## src/rtl/cp0_regfile.sv

```systemverilog
// -----------------------------------------------------------------------------
// cp0_regfile
// MIPS CP0 register subset: BadVAddr(8), Count(9), Compare(11), Status(12),
// Cause(13), EPC(14) and read-only PRId(15). Latches exception state reported
// by the M-stage exception unit, serves mfc0/mtc0, and runs the Count/Compare
// timer.
// Optional feature macro: CP0_TIMER_INT_EN enables the Count==Compare timer
// interrupt (timer_int_o, Cause.TI, and its OR into Cause.IP7). Without it
// Count/Compare are plain read/write registers and timer_int_o is tied 0.
// -----------------------------------------------------------------------------
module cp0_regfile #(
    parameter logic [31:0] PRID_VALUE = 32'h0000_4220,
    parameter int unsigned COUNT_DIV  = 2
) (
    input  logic        clk,
    input  logic        resetn,
    input  logic        we_i,
    input  logic [4:0]  waddr_i,
    input  logic [4:0]  raddr_i,
    input  logic [31:0] data_i,
    input  logic [5:0]  int_i,
    input  logic [31:0] except_type_i,
    input  logic [31:0] current_inst_addr_i,
    input  logic        is_in_delayslot_i,
    input  logic [31:0] bad_addr_i,
    output logic [31:0] data_o,
    output logic [31:0] count_o,
    output logic [31:0] compare_o,
    output logic [31:0] status_o,
    output logic [31:0] cause_o,
    output logic [31:0] epc_o,
    output logic [31:0] badvaddr_o,
    output logic        timer_int_o
);

    // Exception-unit type codes
    localparam logic [31:0] EXC_TYPE_NOEXC = 32'h0000_0000;
    localparam logic [31:0] EXC_TYPE_INT   = 32'h0000_0001;
    localparam logic [31:0] EXC_TYPE_ADEL  = 32'h0000_0004;
    localparam logic [31:0] EXC_TYPE_ADES  = 32'h0000_0005;
    localparam logic [31:0] EXC_TYPE_SYS   = 32'h0000_0008;
    localparam logic [31:0] EXC_TYPE_BP    = 32'h0000_0009;
    localparam logic [31:0] EXC_TYPE_RI    = 32'h0000_000a;
    localparam logic [31:0] EXC_TYPE_OV    = 32'h0000_000c;
    localparam logic [31:0] EXC_TYPE_ERET  = 32'h0000_000e;

    // CP0 register numbers
    localparam logic [4:0] REG_BADVADDR = 5'd8;
    localparam logic [4:0] REG_COUNT    = 5'd9;
    localparam logic [4:0] REG_COMPARE  = 5'd11;
    localparam logic [4:0] REG_STATUS   = 5'd12;
    localparam logic [4:0] REG_CAUSE    = 5'd13;
    localparam logic [4:0] REG_EPC      = 5'd14;
    localparam logic [4:0] REG_PRID     = 5'd15;

    localparam logic [31:0] STATUS_RESET = 32'h0040_0000;
    localparam logic [31:0] STATUS_WMASK = 32'h0000_ff03; // IM[15:8], EXL, IE
    localparam logic [31:0] CAUSE_WMASK  = 32'h0000_0300; // software IP[1:0]

    localparam int unsigned     DIV_W    = (COUNT_DIV > 1) ? $clog2(COUNT_DIV) : 1;
    localparam logic [DIV_W-1:0] DIV_LAST = DIV_W'(COUNT_DIV - 1);

    logic [31:0]      status_q,   status_d;
    logic [31:0]      cause_q,    cause_d;
    logic [31:0]      epc_q,      epc_d;
    logic [31:0]      badvaddr_q, badvaddr_d;
    logic [31:0]      count_q,    count_d;
    logic [31:0]      compare_q,  compare_d;
    logic             timer_q,    timer_d;
    logic [DIV_W-1:0] div_q,      div_d;

    logic is_eret;
    logic is_exc;
    logic mtc0_en;
    logic ip7;
    logic ti;

    assign is_eret = (except_type_i == EXC_TYPE_ERET);
    assign is_exc  = (except_type_i != EXC_TYPE_NOEXC) && !is_eret;
    // A flushed instruction's mtc0 must not retire.
    assign mtc0_en = we_i && !is_exc && !is_eret;

    // Next-state for every CP0 register; later assignments take priority.
    always_comb begin
        // NOTE: every variable gets a default first so no latch can be inferred.
        status_d   = status_q;
        cause_d    = cause_q;
        epc_d      = epc_q;
        badvaddr_d = badvaddr_q;
        count_d    = count_q;
        compare_d  = compare_q;
        div_d      = div_q;

        // Count prescaler; an mtc0 Count overrides the hardware tick.
        if (div_q == DIV_LAST) begin
            div_d   = '0;
            count_d = count_q + 32'd1;
        end else begin
            div_d = div_q + 1'b1;
        end
        if (mtc0_en && waddr_i == REG_COUNT) begin
            count_d = data_i;
            div_d   = '0;
        end

`ifdef CP0_TIMER_INT_EN
        timer_d = timer_q;
        if (compare_q != 32'd0 && count_q == compare_q)
            timer_d = 1'b1;
        if (mtc0_en && waddr_i == REG_COMPARE)
            timer_d = 1'b0;
        ip7 = int_i[5] | timer_q;
        ti  = timer_q;
`else
        timer_d = 1'b0;
        ip7     = int_i[5];
        ti      = 1'b0;
`endif

        // Hardware interrupt lines are sampled every cycle.
        cause_d[15:10] = {ip7, int_i[4:0]};
        cause_d[30]    = ti;

        if (mtc0_en) begin
            unique case (waddr_i)
                REG_COMPARE: compare_d = data_i;
                REG_STATUS:  status_d  = (status_q & ~STATUS_WMASK) | (data_i & STATUS_WMASK);
                REG_CAUSE:   cause_d   = (cause_d  & ~CAUSE_WMASK)  | (data_i & CAUSE_WMASK);
                REG_EPC:     epc_d     = data_i;
                default: ;
            endcase
        end

        if (is_exc) begin
            // Nested exceptions keep the original return address.
            if (!status_q[1]) begin
                epc_d       = is_in_delayslot_i ? current_inst_addr_i - 32'd4
                                                : current_inst_addr_i;
                cause_d[31] = is_in_delayslot_i;
            end
            status_d[1] = 1'b1;
            unique case (except_type_i)
                EXC_TYPE_INT:  cause_d[6:2] = 5'h00;
                EXC_TYPE_ADEL: begin cause_d[6:2] = 5'h04; badvaddr_d = bad_addr_i; end
                EXC_TYPE_ADES: begin cause_d[6:2] = 5'h05; badvaddr_d = bad_addr_i; end
                EXC_TYPE_SYS:  cause_d[6:2] = 5'h08;
                EXC_TYPE_BP:   cause_d[6:2] = 5'h09;
                EXC_TYPE_RI:   cause_d[6:2] = 5'h0a;
                EXC_TYPE_OV:   cause_d[6:2] = 5'h0c;
                default: ;
            endcase
        end

        if (is_eret)
            status_d[1] = 1'b0;
    end

    // CP0 state registers with asynchronous reset.
    always_ff @(posedge clk or negedge resetn) begin
        if (!resetn) begin
            status_q   <= STATUS_RESET;
            cause_q    <= '0;
            epc_q      <= '0;
            badvaddr_q <= '0;
            count_q    <= '0;
            compare_q  <= '0;
            timer_q    <= 1'b0;
            div_q      <= '0;
        end else begin
            // NOTE: non-blocking so every register samples pre-edge values.
            status_q   <= status_d;
            cause_q    <= cause_d;
            epc_q      <= epc_d;
            badvaddr_q <= badvaddr_d;
            count_q    <= count_d;
            compare_q  <= compare_d;
            timer_q    <= timer_d;
            div_q      <= div_d;
        end
    end

    // mfc0 read mux; no bypass of a same-cycle mtc0.
    always_comb begin
        data_o = 32'd0;
        unique case (raddr_i)
            REG_BADVADDR: data_o = badvaddr_q;
            REG_COUNT:    data_o = count_q;
            REG_COMPARE:  data_o = compare_q;
            REG_STATUS:   data_o = status_q;
            REG_CAUSE:    data_o = cause_q;
            REG_EPC:      data_o = epc_q;
            REG_PRID:     data_o = PRID_VALUE;
            default:      data_o = 32'd0;
        endcase
    end

    assign count_o     = count_q;
    assign compare_o   = compare_q;
    assign status_o    = status_q;
    assign cause_o     = cause_q;
    assign epc_o       = epc_q;
    assign badvaddr_o  = badvaddr_q;
    assign timer_int_o = timer_q;

endmodule
```

## config.mk

```make
export PLATFORM = sky130hd
export DESIGN_NAME = cp0_regfile
export DESIGN_NICKNAME = d
export VERILOG_FILES = /design/src/rtl/cp0_regfile.sv
export SDC_FILE = /design/constraint.sdc
export NUM_CORES = 1
export LEC_CHECK = 0
export CORE_MARGIN = 5
export CORE_UTILIZATION = 46
export DETAILED_ROUTE_END_ITERATION = 10
export MAX_ROUTING_LAYER = met4
export PLACE_DENSITY = 0.87
export SETUP_SLACK_MARGIN = 0.4
export SLEW_MARGIN = 20
export SYNTH_ARGS = -nofsm -noshare
export SYNTH_HDL_FRONTEND = slang
export SYNTH_SLANG_ARGS = --single-unit
```

## constraint.sdc

```tcl
create_clock -name clk -period 4.1 [get_ports clk]
set_clock_uncertainty 0.15 [all_clocks]
set_input_delay 1.025 -clock clk [delete_from_list [all_inputs] [get_ports clk]]
set_output_delay 1.025 -clock clk [all_outputs]
set_load 0.01 [all_outputs]
```

==> results of run 1 <==
[layer usage]
layer  wire length, um  up-vias  global-route usage
li1                  -     3581                   -
met1             12700     3979               0.366
met4               901        0               0.114
met3              2450       68              0.0592
met5                 0        -                   -
met2             16000      460               0.497
[cells in the mapped netlist, drive strengths merged (12+ instances only)]
master	n	area, um2
o21ai	37	185
dfrtp	152	3800
a222oi	30	300
buf	61	467
mux2	77	867
inv	12	45.0
nor2	36	135
nor4	20	176
xnor2	33	289
mux2i	55	551
a21oi	16	80.1
nand4	18	125
nor3	23	138
xor2	26	228
nand2	107	402
clkbuf	27	104
nand3	20	100
a22oi	16	120
[state kept, by name, indices dropped and copies added, names as in the netlist]
| register | count |
|---|---|
| badvaddr_o | 32 |
| cause_o | 13 |
| compare_o | 32 |
| count_o | 32 |
| div_q | 1 |
| epc_o | 32 |
| status_o | 10 |
[where the power goes]
part | internal, mW | total [mW] | switching [mW] | leakage [nW]
Sequential | 1.50 | 1.50 | 0.00233 | 1.96
Combinational | 0.175 | 0.330 | 0.155 | 3.36
Clock | 0.916 | 1.58 | 0.664 | 0.280
Total | 2.59 | 3.42 | 0.822 | 5.60
[what timing repair did]
| action | 4_1_cts | 5_1_grt |
|---|---|---|
| cloned | 2 | 0 |
| buffers inserted | 4 | 4 |
| pin swaps | 10 | 5 |
| endpoints found under the hold margin | 0 | 0 |
| setup endpoints to repair | 32 | 19 |
| resized for setup | 152 | 2 |
| hold buffers | 0 | 0 |
[stage by stage]
stage	instance area (um2)	power, mW	instances	hold slack, ns	util
after detailed placement	12100	1.85	1363	0.358	0.671
after global placement	12100	1.85	1363	0.347	0.671
final	12800	3.42	1404	0.379	0.707
after global routing	12800	3.51	1404	0.407	0.707
after CTS	12700	3.42	1400	0.374	0.705
after floorplan	8680	1.64	859	0.398	-
[cell type report]
class	instances	area (um2)	share of cell area
clock buffers	18	439	0.0344
flip-flops and latches	152	3800	0.298
clock inverters	13	145	0.0114
multi-input cells	607	4320	0.338
inverters	12	45.0	0.00352
well taps	229	287	0.0224
repair buffers	373	3750	0.293
[how the worst max path moves through the flow]
stage | from | to | slack [ns] | cells after the start
floorplan | raddr_i[2] | data_o[14] | 0.53 | 5
global placement | raddr_i[3] | data_o[5] | -0.30 | 7
detailed placement | raddr_i[3] | data_o[5] | -0.34 | 7
CTS | raddr_i[3] | data_o[11] | 0.40 | 9
global route | raddr_i[3] | data_o[11] | 0.35 | 9
finish | raddr_i[3] | data_o[11] | 0.33 | 9
[kinds of logic (layout without fill, tap and decap cells)]
logic type / Yosys count / count (layout) / share of synthesized area
xor+xnor: 59 / 59 / 0.0606
buf+inv: 100 / 416 / 0.0722
flops: 152 / 152 / 0.446
other cells: 2 / 42 / 0.000880
simple gates: 261 / 261 / 0.161
mux: 132 / 132 / 0.166
fa+ha+maj: 2 / 2 / 0.00293
compound gates: 111 / 111 / 0.0906
==> flow_metrics.env, run 1 <==
export IMPL_run_status="finished, final reports clean"
export IMPL_cp_num_buf_inv=5
export IMPL_tritoncts="done"
export IMPL_cts_made_buffers=17
export IMPL_syn_area_per_cell_um2=10.4
export IMPL_rr_worst_depth=5
export IMPL_rows=49
export IMPL_cp_common_cell="buf_6"
export IMPL_async_flop_share=1.00
export IMPL_die_x_um=146
export IMPL_drv_cap=0
export IMPL_clk_path_buf_depth=2
export IMPL_rr_startpoint="count_o[12]"
export IMPL_layout_nets=1313
export IMPL_routed_wirelength_um=32000
export IMPL_synth_cell_types=54
export IMPL_required_ns=2.92
export IMPL_port_buffers=330
export IMPL_power_leakage_nw=5.60
export IMPL_synth_edf_count=0
export IMPL_startpoint_type="primary input"
export IMPL_min_to="badvaddr_o[23]"
export IMPL_antenna_found_initial=0
export IMPL_final_common_cell="clkdlybuf4s50_1"
export IMPL_crit_arrival_ns=2.59
export IMPL_max_freq_mhz=265
export IMPL_syn_to_final_growth_pct=49.8
export IMPL_crit_slowest_cell="a222oi_1"
export IMPL_drv_slew=0
export IMPL_cpPeakStageDelay_ns=0.48
export IMPL_initial_utilization=0.472
export IMPL_hp_start="badvaddr_o[23]"
export IMPL_cpLargestDelayFamily="buffers and inverters"
export IMPL_die_y_um=146
export IMPL_worst_setup_path_type="primary input to output pin"
export IMPL_clkLatencyLatePin_ns=0.42
export IMPL_grt_use_total=0.301
export IMPL_drt_vias_per_instance=5.76
export IMPL_grt_ovfl_total=0
export IMPL_yosysWarnings=0
export IMPL_grt_pass1_vias=8448
export IMPL_first_iter_violations=734
export IMPL_synth_yosys_seq_area_share=0.446
export IMPL_place_gp_congestion=0.921
export IMPL_min_period_ns=3.77
export IMPL_rr_endpoint="count_o[21]"
export IMPL_num_vias=8088
export IMPL_drcViolationCount=0
export IMPL_wire_per_inst_um=22.8
export IMPL_cts_root_buffer="clkbuf_16"
export IMPL_setup_ws_ns=0.331
export IMPL_cp_cell_sequence="buf_6 -> or3b_4 -> nor3_4 -> buf_6 -> buf_12 -> buf_16 -> a222oi_1 -> nand2_1 -> buf_2"
export IMPL_hold_path_class="register to register"
export IMPL_ir_drop_mv=0.284
export IMPL_io_pin_count=373
export IMPL_core_um2=18100
export IMPL_die_area_um2=21400
export IMPL_htreeDepth=4
export IMPL_endpoint_kind="output pin"
export IMPL_slew_headroom=0.409
export IMPL_grt_max_degree=62
export IMPL_diodes=0
export IMPL_tightest_slew_ns=0.879
export IMPL_place_ws_ns=-0.338
export IMPL_synth_ff_type="dfrtp_1"
export IMPL_fillers=1316
export IMPL_crit_path_max_fanout=7
export IMPL_grt_pass1_wl_um=49000
export IMPL_clock_sinks=152
export IMPL_reg2reg_slack_ns=1.55
export IMPL_netlist_area_um2=8530
export IMPL_final_cell_mix="292 x clkdlybuf4s50_1, 152 x dfrtp_1, 107 x nand2_1, 67 x mux2_2, 55 x mux2i_1"
export IMPL_antenna_left=0
export IMPL_power_density_nw_per_um2=267
export IMPL_fin_setup_tns_ns=0
export IMPL_setup_viol=0
export IMPL_first_pass_iters=9
export IMPL_dp_hpwl_um=23700
export IMPL_cts_reportedPaths_clkPinSlew_ns=0.06
export IMPL_rsz0062_at_grt="true"
export IMPL_post_route_period_util=0.919
export IMPL_whs_path_depth=1
export IMPL_synth_seq_cells=152
export IMPL_drive_gt1_frac=0.168
export IMPL_final_hold_violation_count=0
export IMPL_syn_instance_count=819
No activity file was read; power rests on OpenSTA's default activity.
==> run 2: changes to the inputs <==
--- a/config.mk
+++ b/config.mk
@@ -11,7 +11,6 @@
 export MAX_ROUTING_LAYER = met4
 export PLACE_DENSITY = 0.87
 export SETUP_SLACK_MARGIN = 0.4
-export SLEW_MARGIN = 20
 export SYNTH_ARGS = -nofsm -noshare
 export SYNTH_HDL_FRONTEND = slang
 export SYNTH_SLANG_ARGS = --single-unit
==> results of run 2 <==
Final layout, timing and power as in run 1 (identical DEF).
